**config.mk**
```make
export PLATFORM = sky130hd
export DESIGN_NAME = vdp_port_ctrl
export DESIGN_NICKNAME = d
export VERILOG_FILES = /design/src/rtl/vdp_port_ctrl.sv
export SDC_FILE = /design/constraint.sdc
export NUM_CORES = 1
export LEC_CHECK = 0
export BUFFER_PORTS_ARGS = -buffer_cell sky130_fd_sc_hd__buf_2
export CAP_MARGIN = 10
export CORE_ASPECT_RATIO = 2
export CORE_MARGIN = 3
export CORE_UTILIZATION = 40
export CTS_BUF_LIST = sky130_fd_sc_hd__clkbuf_8
export DETAILED_ROUTE_END_ITERATION = 7
export SKIP_LAST_GASP = 1
export SYNTH_ARGS = -nofsm -noshare
export SYNTH_HDL_FRONTEND = slang
export SYNTH_SLANG_ARGS = --single-unit
```
**constraint.sdc**
```tcl
create_clock -name clk -period 2.09 [get_ports clk]
set_input_delay 0.209 -clock clk [delete_from_list [all_inputs] [get_ports clk]]
set_output_delay 0.209 -clock clk [all_outputs]
set_load 0.005 [all_outputs]
```
**src/rtl/vdp_port_ctrl.sv**
```systemverilog
// vdp_port_ctrl -- VDP CPU-port controller.
//
// Sits between the CPU port decoder strobes and the VDP memory/register back
// end. It holds the two-byte control-port command latch, the auto-incrementing
// address register, the read-ahead buffer and a posted access FIFO that
// presents its head to the VRAM/CRAM arbiter through a req/ack handshake.
//
// Optional build macro: VDP_WRBUF_LOAD_EN
//   defined   : a data-port write also loads rd_buf with the written byte
//   undefined : data-port writes leave rd_buf untouched
//
// Ports:
//   clk, reset_L          clock, asynchronous active-low reset
//   cs_wr, cs_rd          one-cycle write / read strobes (write wins if both)
//   sel_ctrl              1 = control port, 0 = data port
//   wdata                 CPU write byte
//   rdata                 CPU read byte (status_in on control, rd_buf on data)
//   status_in             status byte from the timing logic
//   status_rd             one-cycle pulse after a control-port read
//   reg_we/reg_idx/reg_data  one-cycle register-file write
//   mem_req/mem_we/mem_tgt/mem_addr/mem_wdata  FIFO head toward the arbiter
//   mem_ack, mem_rdata    head accepted this cycle; read data in that cycle
//   q_full                FIFO full
//   ovf                   sticky: a data access was dropped on a full FIFO
module vdp_port_ctrl #(
  parameter int ADDR_W    = 14,
  parameter int CRAM_AW   = 5,
  parameter int REG_IDX_W = 4,
  parameter int Q_DEPTH   = 4
) (
  input  logic                 clk,
  input  logic                 reset_L,
  input  logic                 cs_wr,
  input  logic                 cs_rd,
  input  logic                 sel_ctrl,
  input  logic [7:0]           wdata,
  output logic [7:0]           rdata,
  input  logic [7:0]           status_in,
  output logic                 status_rd,
  output logic                 reg_we,
  output logic [REG_IDX_W-1:0] reg_idx,
  output logic [7:0]           reg_data,
  output logic                 mem_req,
  output logic                 mem_we,
  output logic                 mem_tgt,
  output logic [ADDR_W-1:0]    mem_addr,
  output logic [7:0]           mem_wdata,
  input  logic                 mem_ack,
  input  logic [7:0]           mem_rdata,
  output logic                 q_full,
  output logic                 ovf
);

  localparam int PW = $clog2(Q_DEPTH);
  localparam int EW = ADDR_W + 10;  // {we, tgt, addr, data}
  localparam logic [PW:0]       CNT_FULL  = (PW+1)'(Q_DEPTH);
  localparam logic [ADDR_W-1:0] CRAM_MASK = ADDR_W'((1 << CRAM_AW) - 1);

  logic [ADDR_W-1:0]    addr_reg;
  logic [1:0]           code_reg;
  logic                 first_done_reg;
  logic [7:0]           rd_buf_reg;
  logic [PW-1:0]        wr_ptr_reg, rd_ptr_reg;
  logic [PW:0]          count_reg;
  logic                 reg_we_reg;
  logic [REG_IDX_W-1:0] reg_idx_reg;
  logic [7:0]           reg_data_reg;
  logic                 status_rd_reg;
  logic                 ovf_reg;

  logic [EW-1:0] q_mem [Q_DEPTH];
  logic [EW-1:0] head_entry;

  logic              wr_ev, rd_ev, ctrl_hi;
  logic [ADDR_W-1:0] new_addr, enq_addr;
  logic              enq_req, enq_we, enq_tgt, enq_ok;
  logic [7:0]        enq_data;
  logic              pop, full;

  always_comb begin
    wr_ev    = cs_wr;
    rd_ev    = cs_rd & ~cs_wr;
    ctrl_hi  = wr_ev & sel_ctrl & first_done_reg;
    new_addr = addr_reg;
    if (ctrl_hi) new_addr[ADDR_W-1:8] = wdata[ADDR_W-9:0];
    enq_req  = 1'b0;
    enq_we   = 1'b0;
    enq_tgt  = 1'b0;
    enq_data = 8'h00;
    if (ctrl_hi && wdata[7:6] == 2'b00) enq_req = 1'b1;
    if (wr_ev && !sel_ctrl) begin
      enq_req  = 1'b1;
      enq_we   = 1'b1;
      enq_tgt  = (code_reg == 2'b11);
      enq_data = wdata;
    end
    if (rd_ev && !sel_ctrl) enq_req = 1'b1;
    // CRAM entries carry only the CRAM-sized part of the address.
    enq_addr = enq_tgt ? (new_addr & CRAM_MASK) : new_addr;
    pop      = mem_ack & (count_reg != '0);
    full     = (count_reg == CNT_FULL);
    // A pop in the same cycle frees the slot, so a full FIFO still accepts.
    enq_ok   = enq_req & (~full | pop);
  end

  always_ff @(posedge clk or negedge reset_L) begin
    if (!reset_L) begin
      addr_reg       <= '0;
      code_reg       <= 2'b00;
      first_done_reg <= 1'b0;
      rd_buf_reg     <= 8'h00;
      wr_ptr_reg     <= '0;
      rd_ptr_reg     <= '0;
      count_reg      <= '0;
      reg_we_reg     <= 1'b0;
      reg_idx_reg    <= '0;
      reg_data_reg   <= 8'h00;
      status_rd_reg  <= 1'b0;
      ovf_reg        <= 1'b0;
    end else begin
      reg_we_reg    <= 1'b0;
      status_rd_reg <= 1'b0;
      if (pop && !head_entry[EW-1]) rd_buf_reg <= mem_rdata;
`ifdef VDP_WRBUF_LOAD_EN
      if (wr_ev && !sel_ctrl) rd_buf_reg <= wdata;
`endif
      if (enq_ok) wr_ptr_reg <= wr_ptr_reg + PW'(1);
      if (pop)    rd_ptr_reg <= rd_ptr_reg + PW'(1);
      if (enq_ok && !pop)      count_reg <= count_reg + 1'b1;
      else if (!enq_ok && pop) count_reg <= count_reg - 1'b1;

      if (wr_ev) begin
        if (sel_ctrl) begin
          if (!first_done_reg) begin
            addr_reg[7:0]  <= wdata;
            first_done_reg <= 1'b1;
          end else begin
            first_done_reg <= 1'b0;
            code_reg       <= wdata[7:6];
            // enq_ok can only be set here by a code-00 prefetch.
            addr_reg       <= enq_ok ? new_addr + 1'b1 : new_addr;
            if (wdata[7:6] == 2'b10) begin
              reg_we_reg   <= 1'b1;
              reg_idx_reg  <= wdata[REG_IDX_W-1:0];
              reg_data_reg <= addr_reg[7:0];
            end
          end
        end else begin
          first_done_reg <= 1'b0;
          if (enq_ok) addr_reg <= new_addr + 1'b1;
          else        ovf_reg  <= 1'b1;
        end
      end else if (rd_ev) begin
        first_done_reg <= 1'b0;
        if (sel_ctrl) begin
          status_rd_reg <= 1'b1;
          ovf_reg       <= 1'b0;
        end else if (enq_ok) begin
          addr_reg <= new_addr + 1'b1;
        end else begin
          ovf_reg <= 1'b1;
        end
      end
    end
  end

  // FIFO storage needs no reset: occupancy alone decides what is valid.
  always_ff @(posedge clk) begin
    if (enq_ok) q_mem[wr_ptr_reg] <= {enq_we, enq_tgt, enq_addr, enq_data};
  end

  assign head_entry = q_mem[rd_ptr_reg];
  assign mem_req    = (count_reg != '0);
  assign mem_we     = head_entry[EW-1];
  assign mem_tgt    = head_entry[EW-2];
  assign mem_addr   = head_entry[EW-3:8];
  assign mem_wdata  = head_entry[7:0];
  assign q_full     = full;
  assign ovf        = ovf_reg;
  assign reg_we     = reg_we_reg;
  assign reg_idx    = reg_idx_reg;
  assign reg_data   = reg_data_reg;
  assign status_rd  = status_rd_reg;
  assign rdata      = sel_ctrl ? status_in : rd_buf_reg;

endmodule

```
**Yosys cells after proc, flatten, opt, wreduce, memory -nomap -nowiden**

Memory sizes are Yosys's and may differ from the RTL's.
Cells that the tools add are included.

- Add/subtract/negate cells: 5
- Equal/unequal tests: 7
- Muxes and demuxes: 37
- Bitwise operators: 8
- Reduce and logical (&&, ||, !) cells: 19

Operators by type and width:

| kind | number |
|---|---|
| $mux 14 | 7 |
| $mux 8 | 3 |
| $mux 1 | 23 |
| $add 14x1->14 const B | 1 |
| $mux 6 | 2 |
| $reduce_and 3->1 | 3 |
| $logic_and 1x1->1 | 6 |
| $mux 3 | 2 |
| $and 1x1->1 | 5 |
| $add 2x1->2 const B | 2 |
| $eq 2x2->1 const B | 2 |
| $logic_not 1->1 | 4 |
| $ne 2x2->1 const B | 2 |
| $reduce_and 4->1 | 1 |
| $reduce_bool 2->1 | 2 |
| $add 3x1->3 const B | 1 |
| $eq 3x3->1 const B | 1 |
| $ne 3x2->1 const B | 1 |
| $reduce_bool 3->1 | 1 |
| $sub 3x1->3 const B | 1 |
| $logic_not 2->1 | 1 |
| $ne 2x1->1 const B | 1 |
| $not 1->1 | 2 |
| $reduce_and 2->1 | 1 |
| $or 1x1->1 | 1 |

- Register bits after elaboration: 47
- Bits in writable memories: 96
- Output and inout bits: 49
- Word-level logic and storage cells: 90
- Memories: 1

Memory list:

| name | words | width | rd ports | clocked after memory_dff | write ports | RTL line | source |
|---|---|---|---|---|---|---|---|
| q_mem | 4 | 24 | 1 | 0 | 1 | 71 | `logic [EW-1:0] q_mem [Q_DEPTH];` |

**Logic depth before layout (Yosys ltp)**

Gate-level depths: netlist (run 1).

- Depth after elaboration: 11
- Mapped depth: 10
- Depth with buffers taken out: 8

**Worst setup path after synthesis (run 1)**

OpenSTA, ideal clock, no wires.

- Path type: reg-to-reg
- Start: register count_reg[2]
- End: register count_reg[2]
- Setup time: 0.079 ns
- Arrival: 2.113 ns
- Required time: 2.011 ns
- Setup slack: -0.103 ns
- Cell stages (with the launch flop): 10
- Buffers on the path: 1
- Clock period less this slack: 2.193 ns
- Cell sequence: dfrtp_1 nor4b_2 a211oi_2 buf_2 ha_1 inv_1 fa_1 xor2_1 nor2_1 xor2_1

- Cells in the longest elaborated chain, start to end: 7
- Elaborated cells between the ends (all ways): 15

RTL lines:

| what | RTL line | source |
|---|---|---|
| start: declaration | 64 | `logic [PW:0] count_reg;` |
| start signal: assignment | 129 | `if (enq_ok && !pop) count_reg <= count_reg + 1'b1;` |
| start signal: assignment | 130 | `else if (!enq_ok && pop) count_reg <= count_reg - 1'b1;` |
| $reduce_bool 3->1 / $eq 3x3->1 (equally long branches) | 100, 101 |  |
| $and 1x1->1 / $not 1->1 (equally long branches) | 100, 103 |  |
| $or 1x1->1 | 103 | `enq_ok = enq_req & (~full \| pop);` |
| $and 1x1->1 | 103 |  |
| $logic_not 1->1 | 130 |  |
| $logic_and 1x1->1 | 130 |  |
| $reduce_bool 2->1 (no line) | -- |  |

Parallel ways exist; a longest one is shown, timed or not. The select of a mux whose other input is x is not followed.
A chain may end at the register's enable or synchronous reset.

**Worst setup path in the final report (run 1)**

- Start: register rd_ptr_reg[0]
- End: output port mem_wdata[6]

- Cells in the longest elaborated chain, start to end: 1

RTL lines:

| what | RTL line | source |
|---|---|---|
| start: declaration | 63 | `logic [PW-1:0] wr_ptr_reg, rd_ptr_reg;` |
| start signal: assignment | 128 | `if (pop) rd_ptr_reg <= rd_ptr_reg + PW'(1);` |
| $mem_v2 4x24 | -- |  |
| end: declaration | 47 | `output logic [7:0] mem_wdata,` |

Every way passes these cells.

==> results of run 1 <==
## worst paths after layout
| kind | start | to | depth (start not counted) |
|---|---|---|---|
| worst max-delay path | rd_ptr_reg[0] | mem_wdata[6] | 3 |
| worst min-delay path | cs_wr | status_rd | 2 |
| worst max register to register | count_reg[0] | count_reg[2] | 8 |
| worst min register to register | rd_buf_reg[4] | rd_buf_reg[4] | 1 |
| max in group asynchronous | reset_L | rd_ptr_reg[0] | 3 |
| min in group asynchronous | reset_L | reg_idx[0] | 2 |
## layout by cell type, fill, tap and decap left out, types with 10 or more instances in the layout
cell and instances:
mux4_2 24, dfrtp_1 45, buf_2 78, nor2_1 16, edfxtp_1 96, a21oi_1 10, clkbuf_8 18, and3_1 11
buf_4 25, mux2_2 30, o21ai_0 10, nand3_1 13, nand2_1 20
## cell type report
| cell class | count | area, um^2 |
|---|---|---|
| sequential | 143 | 4061 |
| clock inverter | 14 | 92.59 |
| timing repair buffer | 119 | 815.8 |
| inverter | 7 | 26.28 |
| tap | 195 | 244.0 |
| fill | 1283 | 7511 |
| clock buffer | 18 | 247.7 |
| multi-input combinational | 222 | 2057 |
## timing repair
action	CTS	global route
gates cloned	1	0
resized for setup	2	2
setup buffers	1	1
setup endpoints to repair	6	4
hold buffers	9	0
hold endpoints to repair	33	0
## power groups by stage
stage / Clock [mW] / Combinational, mW / Sequential [mW]
floorplan: 0 / 1.81 / 4.05
global placement: 0 / 2.85 / 4.11
detailed placement: 0 / 2.90 / 4.16
CTS: 1.95 / 3.01 / 4.12
global route: 2.09 / 3.23 / 4.19
finish: 1.89 / 2.92 / 4.11
## metrics by stage
stage,cells,worst slack (ns)
6_report,718,0.06691
5_1_grt,718,-0.01913
4_1_cts,717,-0.01139
3_5_place_dp,674,0.07816
3_3_place_gp,674,0.08305
2_1_floorplan,392,-0.002606
## logic make-up (layout without fill, tap and decap cells)
group | Yosys count | in the layout | synth area share
flip-flops | 143 | 143 | 0.6528
adder cells (fa/ha/maj) | 8 | 8 | 0.01731
XOR/XNOR | 17 | 17 | 0.02395
AO/OA/AOI/OAI | 41 | 41 | 0.04448
AND/OR/NAND/NOR | 93 | 93 | 0.08512
buffers and inverters | 27 | 158 | 0.01952
multiplexers | 63 | 63 | 0.1568
## routing by layer
metal	up-vias	GRT usage
met2	80	0.3235
met1	1885	0.1796
met5	-	0
li1	1736	-
met3	15	0.04497
met4	0	0.05903
## worst max-delay path, stage by stage (launching register included)
cell	delay, ns
dfrtp_2	0.47
buf_12	0.20
mux4_2	0.54
buf_2	0.15
==> results list, run 1 <==
* DR DRC count: 0
- Most frequently used flop master after synthesis: edfxtp_1
- Total non-filler cell area in the finished layout: between 0.007 and 0.008 mm^2
- For this block, the initial DRC count from the detailed router was between 200 and 250.
- The initial utilization of the core area, before any placement, comes to 0.4129.
- Final weighted congestion in routability-driven placement: just under 0.9
- At the later pin of the worst-skew pair, clock insertion delay measures approximately 0.45 ns.
- Worst Skew: 0.01497 ns
- Arrival time at the worst endpoint: 1.81 ns
* Sequential fraction of the synthesis area: 0.6528
* M1 WL: slightly below 5 mm
- Number of pins with negative max-slew slack in the final report: 0
- Unrepaired setup endpoints after global routing: true
* Count of endpoints failing hold in the final timing report: 0
* Slew at the pin closest to its max-slew limit: roughly 0.64 ns
* Status: finished, final reports clean
- STA puts the critical path data required time at between 1.5 and 2 ns.
- Clk pin slew, worst setup/hold paths: roughly 0.08 ns
* Largest fanout on the critical path: 13
- Register-to-register path setup slack: ~0.080 ns
* Proportion of layout cells with a drive suffix above 1: 0.4187
* Number of setup violations in the final report: 0
* Syn_area_per_cell: between 15 and 20 um^2
- Measured along the y axis, the die boundary spans about 180 um.
- Total internal power: 6.156 mW
* Area of the die: approximately 0.017 mm^2
- Proportion of power drawn by combinational gates: 0.327
- 0 antenna diodes ended up in the layout.
- Leakage: about 3 nW
- On the final layout, the worst hold slack is between 0.03 and 0.04 ns.
* Sequential share of power: 0.461
- Yosys top cell area share: 0.4637
* Maximum number of pins on one net before global-route repair: 27
- Post-synthesis to final-layout area growth: 21.35%
* Total number of vias: 3,716
* Switching power: 2.762 mW
- Kind of path behind the tightest hold check: primary input to flip-flop
* Synth Net Count: 430
- The initial antenna violation count is 0.
- Detailed placer's ending HPWL: between 9 and 10 mm
* H-tree lvl count: 4
* Headroom to the max-slew limit: 0.5724
- Static timing analysis puts the maximum clock frequency at a little under 0.5 GHz.
- The smallest clock period supported by the final layout is computed as 2.023 ns.
- The routed design uses roughly 420 um of met3 wire.
- Most area-consuming cells after synthesis: edfxtp_1, dfrtp_1, mux4_2
- The most common cell in the synthesized netlist is edfxtp_1.
* Total Routing Usage GR: 0.1720
- At the end of the flow the core is filled with cells to 0.5011.
* Max FFs per register: 96
- The synthesized netlist occupies a cell area of ~0.0062 mm^2.
- Switching portion of total power: 0.3097
* Max-capacitance violation count: 0
* Synthesized netlist cell count: 392
* Total length of routed wires: 13.52 mm
* Vias per inst: between 5 and 6
- The worst setup path is of the flip-flop to primary output kind.
- CTS root buf: clkbuf_8
- For this design, the sink count on the clock tree is 143.
* Capturing element type of the critical path: primary output
- The count of buffers added on input and output ports is 78.
* Via count of the first global-routing pass: around 4,000
- Number of nets in the final layout: approximately 550
- Yosys Warn Count: 0
- Metal2 WL: between 7 and 8 mm
- In this run the count of I/O pins placed on the die edge is 79.
- The region available for standard cell placement spans 0.01506 mm^2.
* Longest Clk Path Bufs: 2
* Final period utilization: 0.9680
- The first TritonRoute pass finished after 4 iterations.
* Global-route wire length before repair: around 22 mm
- Horizontal extent of the die: approximately 94 um
- In the synthesized netlist, the cells that appear most often are edfxtp_1, dfrtp_1, mux2_2.
* Peak VDD IR: 642.2 uV
- The detail route stage leaves a number of antenna-violating nets equal to 0.
- After routing, the total negative slack on setup checks comes to 0 ns.
- The placed instances occupy a cell area of between 0.007 and 0.008 mm^2.
* Uppermost layer routed: met4
- Crit start category: flip-flop
- Power share of the clock group: 0.212
* Cell accounting for the most synthesized area: edfxtp_1
- After layout, the design draws a total of a little under 9 mW.
- TritonCTS created 17 clock buffers.
- After synthesis, the share of flip-flops with an asynchronous set or reset is 0.3287.
- Total number of placement rows: 63
- Clock tree from TritonCTS: built
* Ratio of total power to cell area: ~1200 mW/mm^2
* Per-cell routed wire length: approximately 19 um
- The netlist uses 55 different library cells.
- Global routing finished with a remaining overflow of 0.
* Number of synthesized register bits: 143
- Post-synth EDFFs: 96
No activity file was read; power rests on OpenSTA's default activity.
==> inputs of run 2 (changes only) <==
--- a/config.mk
+++ b/config.mk
@@ -7,11 +7,11 @@
 export LEC_CHECK = 0
 export BUFFER_PORTS_ARGS = -buffer_cell sky130_fd_sc_hd__buf_2
 export CAP_MARGIN = 10
-export CORE_ASPECT_RATIO = 2
 export CORE_MARGIN = 3
 export CORE_UTILIZATION = 40
 export CTS_BUF_LIST = sky130_fd_sc_hd__clkbuf_8
 export DETAILED_ROUTE_END_ITERATION = 7
+export REMOVE_ABC_BUFFERS = 1
 export SKIP_LAST_GASP = 1
 export SYNTH_ARGS = -nofsm -noshare
 export SYNTH_HDL_FRONTEND = slang
==> run 2 against run 1 <==
Power up 2.7%. Die area down 0.53%. Register-to-register slack worse by 0.02 ns. Count of clock-buffer cells in the layout unchanged. Clock skew down 0.0068 ns. Utilization up 0.83 points. Sequential power about the same. Sequential cell count unchanged. Routed wire length up 0.95%. First-iteration DRC count up 28%. Critical endpoint is now mem_addr[1]. Highest routed layer unchanged.
==> results list, run 2 (synthesized netlist as in run 1, its figures left out) <==
- The flow ran to the end, and the final reports show no timing, DRC or antenna violations.
- The register with the most flip-flops in the layout has 96 of them.
* Slew at the pin closest to its max-slew limit: 0.5296 ns
- For this run, the post-layout net count is 550.
- Summed over all nets, the half-perimeter wirelength after detailed placement is 8.668 mm.
- DRT antenna net count: 0
* Residual overflow from global routing: 0
- The clock passes through at most 2 buffers.
- In this run, CTS created clock tree buffers numbering 17.
- Leading cell types in the layout, fill and taps excluded: edfxtp_1, buf_2, dfrtp_1, mux2_2, buf_4
- TritonCTS built the clock tree.
* DR DRC count: 0
- Maximum number of pins on one net before global-route repair: 25
- Worst-path cell chain: clkbuf_16, mux4_2, buf_2
* Total internal power: roughly 6.4 mW
- The floorplan step defined a die boundary enclosing 0.01707 mm^2.
- For this block, the routed nets add up to 13.65 mm of wire.
- At the worst endpoint, the arrival time is about 1.9 ns.
- Core ar.: roughly 0.015 mm^2
- Ratio of total power to cell area: approximately 1200 mW/mm^2
- For this design the static power due to leakage is slightly above 3 nW.
- Of the available clock period, the critical path in the final layout requires 0.9831.
* Kind of path behind the tightest hold check: primary input to flip-flop
- Number of setup violations in the final report: 0
- Worst-path cell with the longest stage delay: dfrtp_2
- Proportion of layout cells with a drive suffix above 1: 0.3943
* Number of detailed-route iterations in the first pass: 4
- Number of non-filler instances in the completed layout: between 700 and 800
- Placed insts: 662
- The worst setup path is launched from a flip-flop.
* Headroom to the max-slew limit: 0.6432
- In this design, the largest share of critical-path delay is due to flip-flops.
* Count of endpoints failing hold in the final timing report: 0
* Io pins: slightly below 80
- Counting cells, the worst reg-to-reg path comes to 8.
- Global-route wire length before repair: around 22 mm
- The setup path with the least slack is of type flip-flop to primary output.
- Switching portion of total power: 0.2974
- The library cell used most frequently in the layout, excluding fill and tap cells, is edfxtp_1.
- Total number of vias: around 3,700
* Shortest period the worst path allows: around 2.1 ns
- Worst slack on hold paths: 0.09041 ns
- Worst EP required: 1.88 ns
* Via count of the first global-routing pass: around 4,000
- Number of cells on the worst hold path: 3
- Number of pins with negative max-slew slack in the final report: 0
- In this run the tool buffered the top-level ports with a little under 80 buffer cells.
- Of the total power, combinational logic draws 0.330.
- Total Routing Usage GR: 0.1702
- The share of total power dissipated in the clock network is 0.220.
- Unrepaired setup endpoints after global routing: true
- Final weighted congestion in routability-driven placement: about 0.89
- Post-synthesis to final-layout area growth: 21.80%
- Count of buffering cells on the critical path with inverters included: 2
* Sequential share of power: 0.450
- Max-capacitance violation count: 0
* Peak VDD IR: about 420 uV
- Total number of clock tree sinks: 143
- Capturing element type of the critical path: primary output
- In the final routed layout, each cell accounts on average for 19.25 um.
- Effective utilization at floorplan: 0.4183
* Worst Skew: between 0.008 and 0.009 ns
- The floorplan has 44 rows.
- In the routed layout, each cell is associated on average with a via count of 5.265.
- For this run, the slowest stage of the critical path takes a little over 0.5 ns.
* H-tree lvl count: 4
- Clock latency on the worst-skew pair: roughly 0.45 ns
- The number of antenna diodes in the final layout is 0.
- The initial antenna violation count came to 0.
* Largest fanout on the critical path: 6
* Logic depth of the worst setup path including buffers: 3
- Highest clock frequency the design can meet: around 0.49 GHz
- Switching power: between 2 and 3 mW
- Horizontal extent of the die: 130.7 um
- Clock-pin slew was measured on the worst setup and hold paths at 0.07 ns.
- First-iteration detailed-routing DRC count: approximately 290
* Vertical die dimension: 130.7 um
* CTS root buf: clkbuf_8
[run 2: cell count changes in the layout (fill, tap and decap cells not counted), sizes merged]
cell,change
clkinvlp,-5
buf,+1
clkinv,+3
bufinv,+2
clkbuf,+1
[run 2: final timing paths]
kind                                    start            end  slack, ns
worst min register to register  rd_buf_reg[7]  rd_buf_reg[7]       0.50
max in group asynchronous             reset_L    addr_reg[6]       1.37
worst max-delay path            rd_ptr_reg[0]    mem_addr[1]       0.04
min in group asynchronous             reset_L    reg_data[2]       0.15
worst min-delay path                  mem_ack  rd_ptr_reg[1]       0.09
worst max register to register   count_reg[1]   count_reg[2]       0.06
[run 2: power groups by stage]
| stage | combinational [mW] | sequential [mW] | clock [mW] |
|---|---|---|---|
| global route | 3.35 | 4.19 | 2.20 |
| floorplan | 1.52 | 4.25 | 0 |
| global placement | 2.82 | 4.11 | 0 |
| finish | 3.02 | 4.12 | 2.02 |
| detailed placement | 2.87 | 4.15 | 0 |
| CTS | 2.99 | 4.12 | 2.06 |
[run 2: tightest hold or removal path, cell delays in order]
cell	delay (ns)
buf_2	0.14
nand3_1	0.09
xnor2_1	0.06
[run 2: final cells by class]
| cell class | instances | area [um^2] |
|---|---|---|
| fill | 1289 | 7292 |
| clock buffer | 18 | 247.7 |
| inverter | 7 | 26.28 |
| clock inverter | 14 | 111.4 |
| multi-input combinational | 222 | 2054 |
| timing repair buffer | 121 | 842.1 |
| sequential | 143 | 4060 |
| tap | 184 | 230.2 |
[run 2: timing repair]
item | CTS | global route
pin swaps | 0 | 3
setup endpoints to repair | 5 | 15
hold buffers | 9 | 0
gates cloned | 1 | 1
hold endpoints to repair | 47 | 0
gates resized for setup | 3 | 3
setup buffers | 1 | 3
[run 2: per-layer routing]
layer	global-route usage	up-vias	routed length, um	share of wire
li1	-	1731	-	-
met1	0.2241	1873	5899	0.43
met2	0.2729	118	6701	0.49
met3	0.04431	11	868	0.064
met4	0.06534	0	175	0.013
met5	0	-	0	0
[run 2: per-stage QoR]
step	utilization	cell area, um^2	setup slack [ns]	setup TNS, ns	power (mW)
after floorplan	-	6122	-0.3860	-32.76	5.768
after global placement	0.4720	7015	0.07313	0	6.933
after detailed placement	0.4720	7015	0.009064	0	7.025
after CTS	0.5050	7506	0.007357	0	9.173
after global routing	0.5094	7572	-0.03404	-0.4074	9.743
final	0.5094	7572	0.03536	0	9.159
